**src/rtl/btn_pkg.sv**
```systemverilog
// Shared types and constants for the DE2 push-button conditioning logic.
package btn_pkg;

    typedef enum logic [1:0] {
        IDLE         = 2'd0,
        PRESS_WAIT   = 2'd1,
        HELD         = 2'd2,
        RELEASE_WAIT = 2'd3
    } btn_state_e;

    localparam int unsigned DEBOUNCE_CYCLES_DEF = 500000;
    localparam int unsigned REPEAT_DELAY_DEF    = 25000000;
    localparam int unsigned REPEAT_PERIOD_DEF   = 5000000;

    localparam int unsigned BTN_LEFT  = 0;
    localparam int unsigned BTN_RIGHT = 1;
    localparam int unsigned BTN_SHOOT = 2;
    localparam int unsigned BTN_STOP  = 3;

    // Counter width able to hold n-1, never narrower than one bit.
    function automatic int unsigned cnt_width(input int unsigned n);
        return (n <= 2) ? 1 : $clog2(n);
    endfunction

endpackage

```
**src/rtl/button_debounce.sv**
```systemverilog
// Single-button 2-flop synchroniser, debounce FSM and press-edge pulse.
// Auto-repeat while held is built only when BTN_AUTOREPEAT_EN is defined.
module button_debounce
    import btn_pkg::*;
#(
    parameter int unsigned DEBOUNCE_CYCLES = DEBOUNCE_CYCLES_DEF,
    parameter int unsigned REPEAT_DELAY    = REPEAT_DELAY_DEF,
    parameter int unsigned REPEAT_PERIOD   = REPEAT_PERIOD_DEF
) (
    input  logic clk_i,
    input  logic rst_ni,
    input  logic key_ni,
    output logic pulse_o,
    output logic level_o
);

    localparam int unsigned    CW       = $clog2(DEBOUNCE_CYCLES);
    localparam logic [CW-1:0] CNT_LAST = CW'(DEBOUNCE_CYCLES - 1);

    logic [1:0]   sync_q;
    logic         sample;
    btn_state_e   state_q, state_d;
    logic [CW-1:0] cnt_q, cnt_d;
    logic         pulse_q, pulse_d;
    logic         level_q, level_d;

    assign sample  = sync_q[1];
    assign pulse_o = pulse_q;
    assign level_o = level_q;

`ifdef BTN_AUTOREPEAT_EN
    localparam int unsigned RW = cnt_width((REPEAT_DELAY > REPEAT_PERIOD) ? REPEAT_DELAY : REPEAT_PERIOD);
    localparam logic [RW-1:0] REP_DELAY_LAST  = RW'(REPEAT_DELAY - 1);
    localparam logic [RW-1:0] REP_PERIOD_LAST = RW'(REPEAT_PERIOD - 1);

    logic [RW-1:0] rep_cnt_q, rep_cnt_d;
    logic          rep_armed_q, rep_armed_d;
    logic          rep_hit;

    assign rep_hit = rep_armed_q ? (rep_cnt_q == REP_PERIOD_LAST)
                                 : (rep_cnt_q == REP_DELAY_LAST);

    always_ff @(posedge clk_i or negedge rst_ni) begin
        if (!rst_ni) begin
            rep_cnt_q   <= '0;
            rep_armed_q <= 1'b0;
        end else begin
            rep_cnt_q   <= rep_cnt_d;
            rep_armed_q <= rep_armed_d;
        end
    end
`else
    logic unused_repeat_cfg;
    assign unused_repeat_cfg = ^{REPEAT_DELAY, REPEAT_PERIOD};
`endif

    always_ff @(posedge clk_i or negedge rst_ni) begin
        if (!rst_ni) begin
            sync_q  <= '0;
            state_q <= IDLE;
            cnt_q   <= '0;
            pulse_q <= 1'b0;
            level_q <= 1'b0;
        end else begin
            sync_q  <= {sync_q[0], ~key_ni};
            state_q <= state_d;
            cnt_q   <= cnt_d;
            pulse_q <= pulse_d;
            level_q <= level_d;
        end
    end

    always_comb begin
        state_d = state_q;
        cnt_d   = cnt_q;
        pulse_d = 1'b0;

        unique case (state_q)
            IDLE: begin
                if (sample) state_d = PRESS_WAIT;
            end
            PRESS_WAIT: begin
                if (!sample) begin
                    state_d = IDLE;
                end else if (cnt_q == CNT_LAST) begin
                    state_d = HELD;
                    pulse_d = 1'b1;
                end else if (cnt_q != '1) begin
                    cnt_d = cnt_q + 1'b1;
                end
            end
            HELD: begin
                if (!sample) state_d = RELEASE_WAIT;
            end
            RELEASE_WAIT: begin
                if (sample) begin
                    state_d = HELD;
                end else if (cnt_q == CNT_LAST) begin
                    state_d = IDLE;
                end else if (cnt_q != '1) begin
                    cnt_d = cnt_q + 1'b1;
                end
            end
            default: state_d = IDLE;
        endcase

        if (state_d != state_q) cnt_d = '0;
        level_d = (state_d == HELD) || (state_d == RELEASE_WAIT);

`ifdef BTN_AUTOREPEAT_EN
        rep_cnt_d   = rep_cnt_q;
        rep_armed_d = rep_armed_q;
        // Only a fresh accept restarts the repeat schedule; a bounced release keeps it.
        if (state_q == PRESS_WAIT && state_d == HELD) begin
            rep_cnt_d   = '0;
            rep_armed_d = 1'b0;
        end else if (state_q == HELD && state_d == HELD) begin
            if (rep_hit) begin
                rep_cnt_d   = '0;
                rep_armed_d = 1'b1;
                pulse_d     = ~pulse_q;
            end else if (rep_cnt_q != '1) begin
                rep_cnt_d = rep_cnt_q + 1'b1;
            end
        end
`endif
    end

endmodule

```
**src/rtl/button_pulse_conditioner.sv**
```systemverilog
// Conditions the active-low DE2 KEY buttons into debounced levels and press pulses.
// Optional auto-repeat while held: define BTN_AUTOREPEAT_EN.
module button_pulse_conditioner
    import btn_pkg::*;
#(
    parameter int unsigned NUM_BTN         = 4,
    parameter int unsigned DEBOUNCE_CYCLES = DEBOUNCE_CYCLES_DEF,
    parameter int unsigned REPEAT_DELAY    = REPEAT_DELAY_DEF,
    parameter int unsigned REPEAT_PERIOD   = REPEAT_PERIOD_DEF
) (
    input  logic               clock,
    input  logic               reset,
    input  logic [NUM_BTN-1:0] key_n,
    output logic [NUM_BTN-1:0] pulse,
    output logic [NUM_BTN-1:0] level
);

    for (genvar i = 0; i < NUM_BTN; i++) begin : g_btn
        button_debounce #(
            .DEBOUNCE_CYCLES(DEBOUNCE_CYCLES),
            .REPEAT_DELAY   (REPEAT_DELAY),
            .REPEAT_PERIOD  (REPEAT_PERIOD)
        ) u_debounce (
            .clk_i  (clock),
            .rst_ni (reset),
            .key_ni (key_n[i]),
            .pulse_o(pulse[i]),
            .level_o(level[i])
        );
    end

endmodule

```
**config.mk**
```make
export PLATFORM = sky130hd
export DESIGN_NAME = button_pulse_conditioner
export DESIGN_NICKNAME = d
export VERILOG_FILES = /design/src/rtl/btn_pkg.sv /design/src/rtl/button_debounce.sv /design/src/rtl/button_pulse_conditioner.sv
export SDC_FILE = /design/constraint.sdc
export NUM_CORES = 1
export LEC_CHECK = 0
export CORE_MARGIN = 10
export CORE_UTILIZATION = 50
export DETAILED_ROUTE_END_ITERATION = 8
export DONT_BUFFER_PORTS = 1
export PLACE_DENSITY_LB_ADDON = 0.25
export SLEW_MARGIN = 20
export SYNTH_ARGS = -nofsm -noshare
export SYNTH_HDL_FRONTEND = slang
export SYNTH_SLANG_ARGS = --single-unit
```
**constraint.sdc**
```tcl
create_clock -name clock -period 3.83 [get_ports clock]
set_input_delay 0.9575 -clock clock [delete_from_list [all_inputs] [get_ports clock]]
set_output_delay 0.9575 -clock clock [all_outputs]
set_load 0.05 [all_outputs]
```
Word-level counts from Yosys, hierarchy flattened. Index checks and enable logic that the tools add are counted. Widths: inputs -> output; s select.

Equality and inequality tests: 40. Bitwise logic cells: 4. Muxes and demuxes: 64. Reduce and logical (&&, ||, !) cells: 16. $add $sub $neg: 4.

Operators by type and width (count): $mux 19 (20); $pmux 19 s2 (4); $add 19x1->19 const B (4); $eq 19x19->1 const B (4); $ne 19x19->1 const B (4); $mux 2 (24); $eq 2x2->1 const B (16); $pmux 2 s4 (4); $mux 1 (12); $ne 3x1->1 const B (4); $ne 3x3->1 const B (4); $reduce_and 3->1 (4); $reduce_bool 3->1 (4); $eq 2x1->1 const B (4); $logic_not 2->1 (4); $ne 2x2->1 (4); $logic_or 1x1->1 (4); $not 1->1 (4).

Output and inout port bits: 8. Register bits: 100. Logic and storage cells: 148. Input bits: 6.

Longest topological paths before layout. Gate-level depths: netlist (run 1).

Depth in word-level cells: 7. Gate-level depth with buffers: 8. Gate-level depth less buffers: 6.

Cells and area by module. A second synthesis (run 1) with hierarchy kept.

Cell total of the unflattened synthesis: 551. Area total of the unflattened synthesis: 5587.9 sq um.

By module, submodules not included: button_debounce (g_btn[0].u_debounce ...) (instances 3, seq. area each 600.6 sq um, cells an instance 136, area each 1388.8 sq um); button_debounce (g_btn[3].u_debounce) (instances 1, seq. area each 625.6 sq um, cells an instance 143, area each 1421.4 sq um).

Worst setup path after synthesis (run 1). OpenSTA, ideal clock, no wires.

Kind: register to register. From: reg g_btn[3].u_debounce.cnt_q[6]. To: reg g_btn[3].u_debounce.level_q. Data required time: 3.705 ns. Cell stages (with the launch flop): 5. Library setup time: 0.125 ns. Buffers on the path: 0. Setup slack: 1.690 ns. Clock period less this slack: 2.140 ns. Arrival time: 2.016 ns. Path through: dfrtp_1 -> or4_1 -> or4_4 -> nor2_1 -> mux2_2.

Cells in the longest elaborated chain, start to end: 6. Elaborated cells on any way between the ends: 9. Classes of those cells: 3 x eq/ne; 5 x mux; 1 x reduce/logical.

RTL lines: from (decl) (line button_debounce.sv:23) `logic [CW-1:0] cnt_q, cnt_d;`; from (signal assigned) (line button_debounce.sv:67) `cnt_q <= cnt_d;`; $eq 19x19->1 * (line button_debounce.sv:85, button_debounce.sv:98); $mux 2, on equally long branches (line button_debounce.sv:98, button_debounce.sv:85); $mux 2, on equally long branches (line button_debounce.sv:96, button_debounce.sv:83); $pmux 2 s4 * (line button_debounce.sv:78) `unique case (state_q)`; $eq 2x2->1 (line button_debounce.sv:108) `level_d = (state_d == HELD) || (state_d == RELEASE_WAIT);`; $logic_or 1x1->1 * (line button_debounce.sv:108); named net g_btn[3].u_debounce.level_d (line button_debounce.sv:25) `logic level_q, level_d;`; to (signal assigned) (line button_debounce.sv:69) `level_q <= level_d;`; to (decl) (line button_debounce.sv:25).

Mark *: on every way through the listed nets, which the timed path passes. The rest lies on a longest branch. A chain may end at the register's enable or synchronous reset.

Worst setup path after layout (run 1).
From: reg g_btn[1].u_debounce.cnt_q[0]. To: reg g_btn[1].u_debounce.cnt_q[12].

Cells in the longest elaborated chain, start to end: 7. Elaborated cells on any way between the ends: 19. Classes of those cells: 1 x add/sub; 5 x eq/ne; 11 x mux; 2 x reduce/logical.

RTL lines (line): from (decl) (button_debounce.sv:23); from (signal assigned) (button_debounce.sv:67); branches (longest 7 deep; another with $add 19x1->19).

Several ways; the timed one is not identified. The select of a mux whose other input is x is not followed.

==> results of run 1 <==
cells in the mapped netlist, types with 11 or more instances:
cell,n,area [sq um]
nand4_1,15,93.84
xnor2_1,24,210.2
o31ai_1,14,105.1
a21oi_1,43,215.2
nand2_1,34,127.6
nor3_1,11,55.05
or3_1,21,131.4
nor2_1,45,168.9
mux2_2,11,123.9
inv_1,19,71.32
and3_1,13,81.33
nand3_1,28,140.1
dfrtp_1,100,2502
o21ai_0,28,140.1
or4_1,21,157.7
nor4_1,13,81.33
worst max-delay path by stage:
stage,from,to,slack [ns]
finish,g_btn[1].u_debounce.cnt_q[0],g_btn[1].u_debounce.cnt_q[12],1.17
detailed placement,g_btn[1].u_debounce.cnt_q[0],g_btn[1].u_debounce.cnt_q[12],1.21
CTS,g_btn[1].u_debounce.cnt_q[0],g_btn[1].u_debounce.cnt_q[12],1.18
global placement,g_btn[1].u_debounce.cnt_q[0],g_btn[1].u_debounce.cnt_q[12],1.33
floorplan,g_btn[3].u_debounce.cnt_q[6],g_btn[3].u_debounce.level_o,1.69
global route,g_btn[1].u_debounce.cnt_q[0],g_btn[1].u_debounce.cnt_q[12],0.95
metrics by stage:
step	utilization [%]	area, sq um	power [W]	hold WS (ns)
6_report	54.41	5668	0.001920	0.2781
5_1_grt	54.41	5668	0.001993	0.2435
4_1_cts	54.41	5668	0.001942	0.2504
3_5_place_dp	52.28	5445	0.001186	0.3347
3_3_place_gp	52.28	5445	0.001182	0.3324
2_1_floorplan	-	5411	0.001169	0.3312
logic make-up (layout without fill, tap and decap cells):
family                   after synthesis  count (layout)
AND/OR/NAND/NOR                      238             238
AO/OA/AOI/OAI                        137             137
flip-flops                           100             100
buffers and inverters                 45              35
XOR/XNOR                              27              27
multiplexers                          14              14
adder cells (fa/ha/maj)                4               4
metal layers:
metal	wire, um	track usage (%)	up-vias
met5	0	0	-
li1	-	-	2097
met3	419	3.394	19
met4	143	4.101	0
met1	5212	18.79	2061
met2	5024	24.11	81
registers in the layout, indices dropped and copies added, names as in the netlist:
| register | cells |
|---|---|
| g_btn.u_debounce.sync_q | 8 |
| g_btn.u_debounce.pulse_o | 4 |
| g_btn.u_debounce.cnt_q | 76 |
| g_btn.u_debounce.level_o | 4 |
| g_btn.u_debounce.state_q | 8 |
power by group:
group          internal, W  switching, W
Clock             0.000386      0.000370
Sequential         0.00107     0.0000175
Combinational    0.0000236     0.0000533
Total              0.00148      0.000441
cell type report:
cell class	instances	area, sq um	share of cell area, %
clock buffers	10	137.6	2.428
clock inverters	5	85.08	1.501
inverters	19	71.32	1.258
multi-input cells	420	2694	47.53
flip-flops and latches	100	2502	44.15
well taps	136	170.2	3.002
repair buffers	1	7.507	0.1325
==> summary.md, run 1 <==
| Metric | Value |
|---|---|
| Final Wtd Congestion | 0.8742 |
| Kind of critical path | reg2reg |
| Initial antenna violation count | 0 |
| Layout area overhead | 4.740% |
| Num CTS Buffers | 9 |
| Vias in the first global route | just over 4000 |
| Setup Buffers After CTS | 0 |
| Remaining DRCs | 0 |
| Resize count post-CTS | 0 |
| Distinct cells, synth | 64 |
| Crit path max-delay family | simple AND/OR/NAND/NOR gates |
| Cell area after synthesis | around 5400 sq um |
| Relative slew slack | roughly a third |
| Starting Density | about half |
| Dominant synthesized flop cell | dfrtp_1 |
| Deepest clock path buffer count | 2 |
| Post-Synth XOR/XNOR Area | 4.509% |
| Sequential element share of the synthesized area | a little under half |
| Nets | roughly 560 |
| Clock Root Buffer | clkbuf_8 |
| Slew @ Worst Pin | 0.9854 ns |
| Pre-CTS WS | 1.213 ns |
| Die W | 124.0 um |
| Vias/cell | 6.162 |
| Crit path buffers/inverters | 0 |
| Fin. max-slew vios | 0 |
| Crit path max-delay cell type | nor4_1 |
| Antenna-violating nets left | 0 |
| TritonCTS clock tree | yes |
| Mux share of post-synthesis cell area | 2.844% |
| Clock sink total | 100 |
| # fillers | 950 |
| CP peak stage delay | a little over 0.8 ns |
| Max_cap viols | 0 |
| Post-route worst setup slack | approximately 1.2 ns |
| Core area | around 10000 sq um |
| Chip Height | between 100 and 150 um |
| Placed cell count | between 600 and 700 |
| Worst r2r path cells | 6 |
| Worst path required time | 4.10 ns |
| Max Fclk | approximately 380 MHz |
| Num rows | 37 |
| Setup TNS | 0 ns |
| Drt wl/cell | 15.63 um |
| Minimum clock period after layout | roughly 2.7 ns |
| Die area | 15380 sq um |
| H-tree lvl count | 3 |
| Post-CTS Hold Buffers | 0 |
| Post-Synth Simple-Gate Area | 24.97% |
| Share of cells above drive strength 1 | under 10% |
| RSZ-0062 raised after global routing | false |
| Setup-failing EPs final | 0 |
| Syn Nets | 575 |
| IO buf count | 0 |
| CP max FO | 19 |
| RR Endpoint | g_btn[1].u_debounce.cnt_q[12] |
| R2R Setup Slk | between 1 and 1.5 ns |
| Hold Path Class | in2async |
| Synth warnings | 0 |
| CP startpoint kind | register |
| First-pass GRT wire length | between 15 and 20 mm |
| Critical path, cell by cell | ha_1 -> nand4_1 -> nor4_1 -> a21o_1 -> nor2_1 -> a31o_2 |
| Post-synth EDFFs | 0 |
| Outcome | completed |
| Drt first pass iters | 5 |
| Largest family of logic cells by synthesized area | simple AND/OR/NAND/NOR gates |
| Asr flop ratio synth | 100.0% |
| Adder-cell share of the synthesized area | less than 1% |
| I/O Pins | 14 |
| Compound-Gate Fraction of Synth Area | 16.53% |
| Reg-to-Reg Start | g_btn[1].u_debounce.cnt_q[0] |
| Reg clk slew, reported paths | approximately 0.10 ns |
| Fin crit share | between 60% and 70% |
| Setup Skew | 0.008930 ns |
| Hold Violations, Final | 0 |
| Post-DP HPWL | 7.207 mm |
| CP Capture Type | register |
| Via Count | 4258 |
| Grt ovf | 0 |
| Pin count of the biggest net entering global routing | approximately 100 |
| LEAKAGE | 2.150 nW |
| Routed Wire Length | about 11 mm |
| Worst Path Arrival | approximately 3 ns |
| Most common cell after layout, fill and taps aside | dfrtp_1 |
| Most frequent cells in the layout | dfrtp_1, nor2_1, a21oi_1 |
| DRT iter0 DRCs | roughly 480 |
| Skew-Pair Late Insertion Delay | about 0.37 ns |
| Syn Inst Count | 565 |
| Synth Register Bits | 100 |
| Antenna diodes | 0 |
| Total GRT Usage | around 15% |
| Max rail drop VDD | between 0.2 and 0.25 mV |
| WP depth | 6 |
| Cell Pwr Density | 338.8 nW/um^2 |
| Post-Syn Area per Cell | between 9 and 10 sq um |
| Post-route insts no fill | a little under 700 |
No activity file was read; power rests on OpenSTA's default activity.
==> inputs of run 2 (changes only) <==
==> constraint.sdc (replaced) <==
create_clock -name clock -period 2.4 [get_ports clock]
set_input_delay 0.6 -clock clock [delete_from_list [all_inputs] [get_ports clock]]
set_output_delay 0.6 -clock clock [all_outputs]
set_load 0.05 [all_outputs]
==> run 2 against run 1 <==
The flow now finishes with violations (negative hold slack). Sequential power increased by 60%. Highest routed layer unchanged. Final cell count increased by 2.5%. Final area rose by 1.7%. Critical path type unchanged. Power is 55% higher. Routed wire length grew 3.7%.
==> summary.md, run 2 (synthesis gave the netlist of run 1 again) <==
| Metric | Value |
|---|---|
| Most common cell after layout, fill and taps aside | dfrtp_1 |
| CP max FO | 4 |
| Antenna diodes | 0 |
| Routed Wire Length | 11.20 mm |
| Reg clk slew, reported paths | roughly 0.10 ns |
| Setup-failing EPs final | 0 |
| First-pass GRT wire length | just under 20 mm |
| Setup Skew | slightly above 0.009 ns |
| Initial antenna violation count | 0 |
| Fin. max-slew vios | 0 |
| Deepest clock path buffer count | 2 |
| Antenna-violating nets left | 0 |
| RR Endpoint | g_btn[3].u_debounce.state_q[1] |
| Pin count of the biggest net entering global routing | a little over 100 |
| Chip Height | ~120 um |
| IO buf count | 0 |
| Nets | 577 |
| Grt ovf | 0 |
| Minimum clock period after layout | 2.254 ns |
| Vias in the first global route | a little over 4000 |
| Kind of critical path | reg2reg |
| Reg-to-Reg Start | g_btn[3].u_debounce.cnt_q[6] |
| CP Capture Type | register |
| Drt wl/cell | ~16 um |
| Hold Violations, Final | 100 |
| Layout area overhead | 6.566% |
| Drt first pass iters | 5 |
| Die W | ~120 um |
| Slew @ Worst Pin | around 0.85 ns |
| Relative slew slack | between 40% and 50% |
| Post-route worst setup slack | between 0.1 and 0.15 ns |
| Most frequent cells in the layout | dfrtp_1, nor2_1, a21oi_1 |
| Post-DP HPWL | 7.639 mm |
| Outcome | complete, but fails checks |
| Via Count | about 4400 |
| Final Wtd Congestion | between 0.8 and 0.9 |
| Starting Density | between 50% and 60% |
| Worst path required time | 2.67 ns |
| Setup Buffers After CTS | 0 |
| Skew-Pair Late Insertion Delay | about 0.37 ns |
| Setup TNS | 0 ns |
| I/O Pins | 14 |
| CP startpoint kind | register |
| Max rail drop VDD | between 0.4 and 0.5 mV |
| Clock Root Buffer | clkbuf_8 |
| Pre-CTS WS | 0.1374 ns |
| TritonCTS clock tree | yes |
| Hold WS | -0.09037 ns |
| Core area | approximately 10000 sq um |
| Hold Path Class | in2async |
| Resize count post-CTS | 0 |
| Num CTS Buffers | 9 |
| Num rows | 37 |
| Violated checks | negative hold slack |
| Worst r2r path cells | 4 |
| Vias/cell | 6.144 |
| Largest registers | g_btn.u_debounce.cnt_q: 76 flops, g_btn.u_debounce.state_q: 8 flops, g_btn.u_debounce.sync_q: 8 flops |
| Total GRT Usage | between 10% and 20% |
| Max Fclk | around 440 MHz |
| H-tree lvl count | 3 |
| Fin crit share | between 90% and 100% |
| Share of cells above drive strength 1 | around a tenth |
| Remaining DRCs | 0 |
| Cell Pwr Density | between 500 and 600 nW/um^2 |
| LEAKAGE | approximately 2.2 nW |
| Worst Path Arrival | 2.52 ns |
| Max FFs per register | 76 |
| RSZ-0062 raised after global routing | false |
| Max_cap viols | 0 |
| DRT iter0 DRCs | around 460 |
| Clock sink total | 100 |
| R2R Setup Slk | about 0.15 ns |
| Biggest register | g_btn.u_debounce.cnt_q |
| Die area | 15380 sq um |
==> run 2: cell count changes in the layout (fill, tap and decap cells not counted) <==
cell        previous run  this run
buf_4                  1        17
clkinvlp_4             1         2
bufinv_16              2         1
inv_6                  1         0
clkinv_2               0         2
==> run 2: layout make-up <==
class	instances	area, sq um
Timing Repair Buffer	17	127.6
Multi-Input combinational cell	420	2694
Fill cell	941	4649
Inverter	19	71.32
Tap cell	136	170.2
Clock buffer	10	137.6
Clock inverter	6	63.81
Sequential cell	100	2502
==> run 2: worst max-delay path by stage <==
stage                                 start                             end  slack [ns]  depth (start not counted)
6_report       g_btn[3].u_debounce.cnt_q[6]  g_btn[3].u_debounce.state_q[1]        0.15                          4
5_1_grt        g_btn[3].u_debounce.cnt_q[6]     g_btn[3].u_debounce.level_o        0.01                          4
4_1_cts        g_btn[3].u_debounce.cnt_q[6]     g_btn[3].u_debounce.level_o        0.13                          4
3_5_place_dp   g_btn[3].u_debounce.cnt_q[6]  g_btn[3].u_debounce.state_q[1]        0.14                          4
3_3_place_gp   g_btn[3].u_debounce.cnt_q[6]     g_btn[3].u_debounce.level_o        0.20                          4
2_1_floorplan  g_btn[3].u_debounce.cnt_q[6]     g_btn[3].u_debounce.level_o        0.26                          4
==> run 2: power breakdown <==
part | switching, W | internal (W)
Clock | 0.000598 | 0.000509
Sequential | 0.0000283 | 0.00171
Combinational | 0.0000882 | 0.0000486
Total | 0.000715 | 0.00226
==> run 2: critical path, stage by stage, from the launching register on <==
cell and delay (ns):
dfrtp_1 0.42, or4_1 0.56, or4_4 0.59, nor2_1 0.21, mux2_2 0.37
==> run 2: stage by stage <==
step                utilization (%)  hold WS [ns]  power [W]  cells  area, sq um
global placement              53.43        0.3105   0.001900    692         5565
CTS                           55.36       -0.1064   0.003015    708         5767
finish                        55.36      -0.09037   0.002979    708         5767
detailed placement            53.43        0.3109   0.001905    692         5565
global route                  55.36       -0.1159   0.003094    708         5767
floorplan                         -        0.3044   0.001865    565         5411
==> run 2: routing by layer <==
metal | track usage, % | up-vias | part of all wire [%] | wire length (um)
met4 | 3.094 | 0 | 0.87 | 98
met3 | 4.118 | 9 | 3.8 | 426
met1 | 21.22 | 2126 | 49 | 5462
met5 | 0 | - | 0 | 0
li1 | - | 2134 | - | -
met2 | 23.28 | 81 | 47 | 5217
